**config.mk**
```make
export PLATFORM = sky130hd
export DESIGN_NAME = modport_fifo
export DESIGN_NICKNAME = d
export VERILOG_FILES = /design/src/rtl/modport_fifo.sv
export SDC_FILE = /design/constraint.sdc
export NUM_CORES = 1
export LEC_CHECK = 0
export ABC_AREA = 1
export ABC_CLOCK_PERIOD_IN_PS = 2300
export BUFFER_PORTS_ARGS = -buffer_cell sky130_fd_sc_hd__buf_2
export CAP_MARGIN = 0
export CELL_PAD_IN_SITES_DETAIL_PLACEMENT = 1
export CELL_PAD_IN_SITES_GLOBAL_PLACEMENT = 1
export CORE_ASPECT_RATIO = 1.25
export CORE_MARGIN = 2
export CORE_UTILIZATION = 44
export DETAILED_ROUTE_END_ITERATION = 10
export PLACE_DENSITY_LB_ADDON = 0.1
export SETUP_SLACK_MARGIN = 0.4
export SLEW_MARGIN = 20
export SYNTH_ARGS = -nofsm -noshare
export SYNTH_HDL_FRONTEND = slang
export SYNTH_SLANG_ARGS = --single-unit
```
**constraint.sdc**
```tcl
create_clock -name clock -period 2.3 [get_ports clock]
set_input_delay 0.46 -clock clock [delete_from_list [all_inputs] [get_ports clock]]
set_output_delay 0.46 -clock clock [all_outputs]
set_load 0.005 [all_outputs]
```
**src/rtl/modport_fifo.sv**
```systemverilog
// ----------------------------------------------------------------------------
// modport_fifo
//   Single-clock synchronous FIFO between a producer (write side) and a
//   consumer (read side). Words come out in the order they were written.
//   The read data is registered: a word appears on data_out in the cycle
//   after its read strobe is sampled. full and empty come straight from the
//   registered occupancy count.
//
//   Optional build macro FIFO_ERR_FLAGS_EN adds the overflow and underflow
//   outputs. Each is a one-cycle registered pulse that flags a write refused
//   while full or a read refused while empty. Without the macro those ports
//   and their logic are absent, and the core behaviour is unchanged.
//
//   DEPTH must be a power of two and at least 2, so that the pointers wrap
//   through their natural binary rollover.
// ----------------------------------------------------------------------------
module modport_fifo #(
   parameter int DATA_WIDTH = 8,
   parameter int DEPTH      = 16
) (
   input  logic                  clock,
   input  logic                  reset,
   input  logic [DATA_WIDTH-1:0] data_in,
   input  logic                  write,
   input  logic                  read,
   output logic [DATA_WIDTH-1:0] data_out,
   output logic                  full,
   output logic                  empty
`ifdef FIFO_ERR_FLAGS_EN
   ,
   output logic                  overflow,
   output logic                  underflow
`endif
);

   // Pointer width is derived from DEPTH and cannot be overridden.
   localparam int ADDR_WIDTH = $clog2(DEPTH);
   localparam logic [ADDR_WIDTH:0] DEPTH_CNT = (ADDR_WIDTH+1)'(DEPTH);

   // Storage array. It is never reset, because a reset discards the contents
   // through the pointers and the count.
   logic [DATA_WIDTH-1:0] mem_q [DEPTH];

   logic [ADDR_WIDTH-1:0] wr_ptr_q, wr_ptr_d;
   logic [ADDR_WIDTH-1:0] rd_ptr_q, rd_ptr_d;
   logic [ADDR_WIDTH:0]   count_q,  count_d;
   logic [DATA_WIDTH-1:0] data_out_q, data_out_d;

   logic full_w;
   logic empty_w;
   logic wr_en;
   logic rd_en;

   // Status flags and the accept decisions, all taken from the registered count.
   always_comb begin
      full_w  = (count_q == DEPTH_CNT);
      empty_w = (count_q == '0);
      wr_en   = write && !full_w;
      rd_en   = read  && !empty_w;
   end

   // Next state of the pointers, the count and the registered read data.
   always_comb begin
      wr_ptr_d   = wr_ptr_q;
      rd_ptr_d   = rd_ptr_q;
      count_d    = count_q;
      data_out_d = data_out_q;

      if (wr_en) begin
         wr_ptr_d = wr_ptr_q + ADDR_WIDTH'(1);
      end

      if (rd_en) begin
         rd_ptr_d   = rd_ptr_q + ADDR_WIDTH'(1);
         data_out_d = mem_q[rd_ptr_q];
      end

      case ({wr_en, rd_en})
         2'b10:   count_d = count_q + (ADDR_WIDTH+1)'(1);
         2'b01:   count_d = count_q - (ADDR_WIDTH+1)'(1);
         default: count_d = count_q;
      endcase
   end

   // Control and output registers, cleared immediately by the async reset.
   always_ff @(posedge clock or posedge reset) begin
      if (reset) begin
         wr_ptr_q   <= '0;
         rd_ptr_q   <= '0;
         count_q    <= '0;
         data_out_q <= '0;
      end else begin
         wr_ptr_q   <= wr_ptr_d;
         rd_ptr_q   <= rd_ptr_d;
         count_q    <= count_d;
         data_out_q <= data_out_d;
      end
   end

   // Memory write port. A word written here is not readable until the next cycle.
   always_ff @(posedge clock) begin
      if (wr_en) begin
         mem_q[wr_ptr_q] <= data_in;
      end
   end

   assign data_out = data_out_q;
   assign full     = full_w;
   assign empty    = empty_w;

`ifdef FIFO_ERR_FLAGS_EN
   logic overflow_q,  overflow_d;
   logic underflow_q, underflow_d;

   // Flag requests that the current status will refuse.
   always_comb begin
      overflow_d  = write && full_w;
      underflow_d = read  && empty_w;
   end

   // Register the refused-request flags as one-cycle pulses.
   always_ff @(posedge clock or posedge reset) begin
      if (reset) begin
         overflow_q  <= 1'b0;
         underflow_q <= 1'b0;
      end else begin
         overflow_q  <= overflow_d;
         underflow_q <= underflow_d;
      end
   end

   assign overflow  = overflow_q;
   assign underflow = underflow_q;
`endif

endmodule

```
==> key figures <==
STA
  • Final setup margin: 0.0718 ns
  • Layout Skew: 0.00716 ns
  • RSZ-0062 raised after global routing: yes
  • Slew Limit Headroom: 54.5%
  • Final Setup Violations: 0
  • Fmax: 0.449 GHz
  • Min cycle time layout: 2.23 ns
  • Final Max Slew Viols: 0
  • Worst slew pin tran: 0.679 ns
  • Period Utilization, post-route: 96.9%
  • Final Hold Viols: 0

Clock tree
  • Root buf cell: clkbuf_16
  • Worst-path clk slew: 0.06 ns
  • H-tree Lvls: 4
  • # hold bufs at CTS: 0
  • CTS tree: built
  • Worst skew pair latency: 0.43 ns
  • TritonCTS Buffers: 17
  • Clock sink total: 149
  • Clk buf depth: 2

Route
  • WL final: 17500 um
  • Routed Antenna Nets: 0
  • DR iter-0 viols: 216
  • # DRC: 0
  • WL/cell: 19.1 um
  • Vias/cell: 5.06
  • Vias: 4641
  • Pre-antenna DRT Iters: 4

Die
  • Die Y: 142 um
  • # IOs: 22
  • Die width: 114 um
  • CORE AREA: 15000 um2
  • Die area: 16200 um2
  • Initial Utilization: 44.8%
  • # rows: 50

Global routing
  • Initial antenna violation count: 0
  • Met1 global-route usage: 27.9%
  • Total congestion overflow: 0
  • Most Used Layer, Global Route: met2
  • Largest net degree at the start of global routing: 40
  • GRT Total Usage: 22.5%
  • Met2 usage: 38.7%
  • Vias in the first global route: 4945
  • Met3 GRT Util: 4.02%
  • First-pass GRT wire length: 26900 um

Final layout
  • Post-route insts no fill: 918
  • Commonest non-fill, non-tap cell in the layout: nand2_1
  • ANT cells: 0
  • Finished Cell Area: 7900 um2
  • Area grow syn2layout: 18.1%
  • Most frequent cells in the layout: 226 x nand2_1, 128 x edfxtp_1, 115 x inv_1, 98 x nand3_1, 30 x buf_4
  • Share of cells above drive strength 1: 16.8%
  • Nets: 745

Setup path
  • Crit path cell chain: nor4_4, nand2_1, nand2_2, inv_6, ha_4, buf_4, ha_4, nand2_2, a21oi_2, nor2_1, nand2_1, a31oi_1
  • Reg2Reg Setup Slack: 0.07 ns
  • CP endpoint: count_q[3]
  • Slowest CP cell: dfrtp_1
  • CP max FO: 5
  • CP required: 2.61 ns
  • Crit Path Category: flip-flop to flip-flop
  • Reg2reg path depth: 12
  • Max stage delay on crit path: 0.41 ns
  • Worst r2r src: count_q[2]
  • CP top delay family: simple AND/OR/NAND/NOR gates
  • Worst Setup End Kind: flip-flop
  • Worst flop-to-flop path endpoint: count_q[3]
  • Buf/Inv on CP: 2
  • CP arrival: 2.53 ns
  • WP depth: 12
  • CP startpoint: count_q[2]
  • Startpoint Class: flip-flop

Pwr
  • PwrDens: 1180 nW/um2
  • VDD IR max: 0.000777 V
  • P_leak: 3.54 nW

Placed design
  • Post-place setup slack: -0.0495 ns
  • GP Congestion: 0.842
  • DP HPWL: 11100 um
  • Port Buf Inserts: 21
  • Placed cell area: 7090 um2
  • Placed insts: 874

Synthesis
  • Cells after synthesis: 673
  • Synth top area cells: edfxtp_1 57%, nand2_1 13%, dfrtp_1 7.9%
  • Synthesis warning total: 0
  • Synth Cell Area: 6690 um2
  • #FFs+latches synth: 149
  • Syn Area/Cell: 9.94 um2
  • Synth Net Count: 695
  • Synth cell types: 24
  • Yosys top cell by area: edfxtp_1
  • Post-synth top area share: 57.4%
  • Seq/Total Area, Yosys: 65.3%

Flow run
  • MaxCap Viol Count: 0

Outcome
  • Status: complete, no violations

Worst hold path
  • Worst hold-check path type: input pin to async pin
## report_power, final
group / internal [mW] / leakage, nW / switching (mW)
sequential: 3.31 / 1.41 / 0.257
combinational: 1.11 / 1.86 / 2.18
clock: 1.45 / 0.270 / 1.06
## worst reg2reg max path: stages (launching register included)
cell	delay [ns]
dfrtp_1	0.41
nor4_4	0.32
nand2_1	0.14
nand2_2	0.12
inv_6	0.05
ha_4	0.18
buf_4	0.16
ha_4	0.27
nand2_2	0.06
a21oi_2	0.17
nor2_1	0.08
nand2_1	0.07
a31oi_1	0.08
## routing by layer
layer	wire length [um]	up-vias	part of all wire [%]
met1	7340	2306	42
met3	420	24	2.4
li1	-	2252	-
met5	0	-	0
met2	9230	59	53
met4	503	0	2.9
## final cells by class
type	instances	area, um2
fill	1623	7050
sequential	149	4370
multi-input combinational	373	1860
clock buffer	22	474
inverter	122	463
timing repair buffer	60	444
tap	182	228
clock inverter	10	55.1
## timing repair
| item | in CTS | in global routing |
|---|---|---|
| endpoints found under the setup margin | 42 | 120 |
| resized for setup | 14 | 27 |
| setup buffers | 7 | 5 |
| pin swaps | 5 | 4 |
## through the flow
stage                     total power, mW  TNS (ns)  hold WS [ns]  utilization (%)
after floorplan                      5.54         0         0.437                -
after global placement               6.44         0         0.461             47.4
after detailed placement             6.57   -0.0495         0.470             47.4
after CTS                            9.21         0        0.0423             51.7
after global routing                 9.92  -0.00697        0.0711             52.8
final                                9.36         0        0.0368             52.8
## synthesized netlist by cell type
| cell type | number |
|---|---|
| buf_6 | 1 |
| nor3_1 | 16 |
| clkbuf_1 | 2 |
| o21bai_1 | 1 |
| buf_1 | 2 |
| o21ai_0 | 3 |
| a31oi_1 | 1 |
| nand2_1 | 230 |
| nor4_2 | 1 |
| dfrtp_1 | 21 |
| xor2_1 | 3 |
| buf_4 | 8 |
| buf_2 | 16 |
| edfxtp_1 | 128 |
| fa_1 | 1 |
| inv_1 | 120 |
| a21oi_1 | 2 |
| nor2_1 | 2 |
| nand2_2 | 1 |
| inv_2 | 1 |
| ha_1 | 9 |
| xnor2_1 | 4 |
| nand3_1 | 99 |
| clkinv_1 | 1 |
## cells by family (layout without fill, tap and decap cells)
| family | Yosys count | in the layout | share of synthesized area, % |
|---|---|---|---|
| DFF | 149 | 149 | 65.3 |
| AOI/OAI and AO/OA | 7 | 7 | 0.580 |
| and+or+nand+nor | 349 | 349 | 21.9 |
| xor gates and xnor gates | 7 | 7 | 0.916 |
| buffers and inverters | 151 | 214 | 9.33 |
| adders and majority gates | 10 | 10 | 1.98 |
## how the worst min path moves through the flow
| stage | slack [ns] | to | from |
|---|---|---|---|
| after floorplan | 0.44 | count_q[0] | reset |
| after global placement | 0.46 | data_out[2] | data_out[2] |
| after detailed placement | 0.47 | data_out[6] | data_out[6] |
| after CTS | 0.04 | data_out[2] | reset |
| after global routing | 0.07 | count_q[4] | reset |
| final | 0.04 | count_q[1] | reset |
## state kept, by name, summed over array words and instances (netlist names)
name	count
count_q	5
data_out	8
mem_q	128
rd_ptr_q	4
wr_ptr_q	4
No activity file was read; power rests on OpenSTA's default activity.
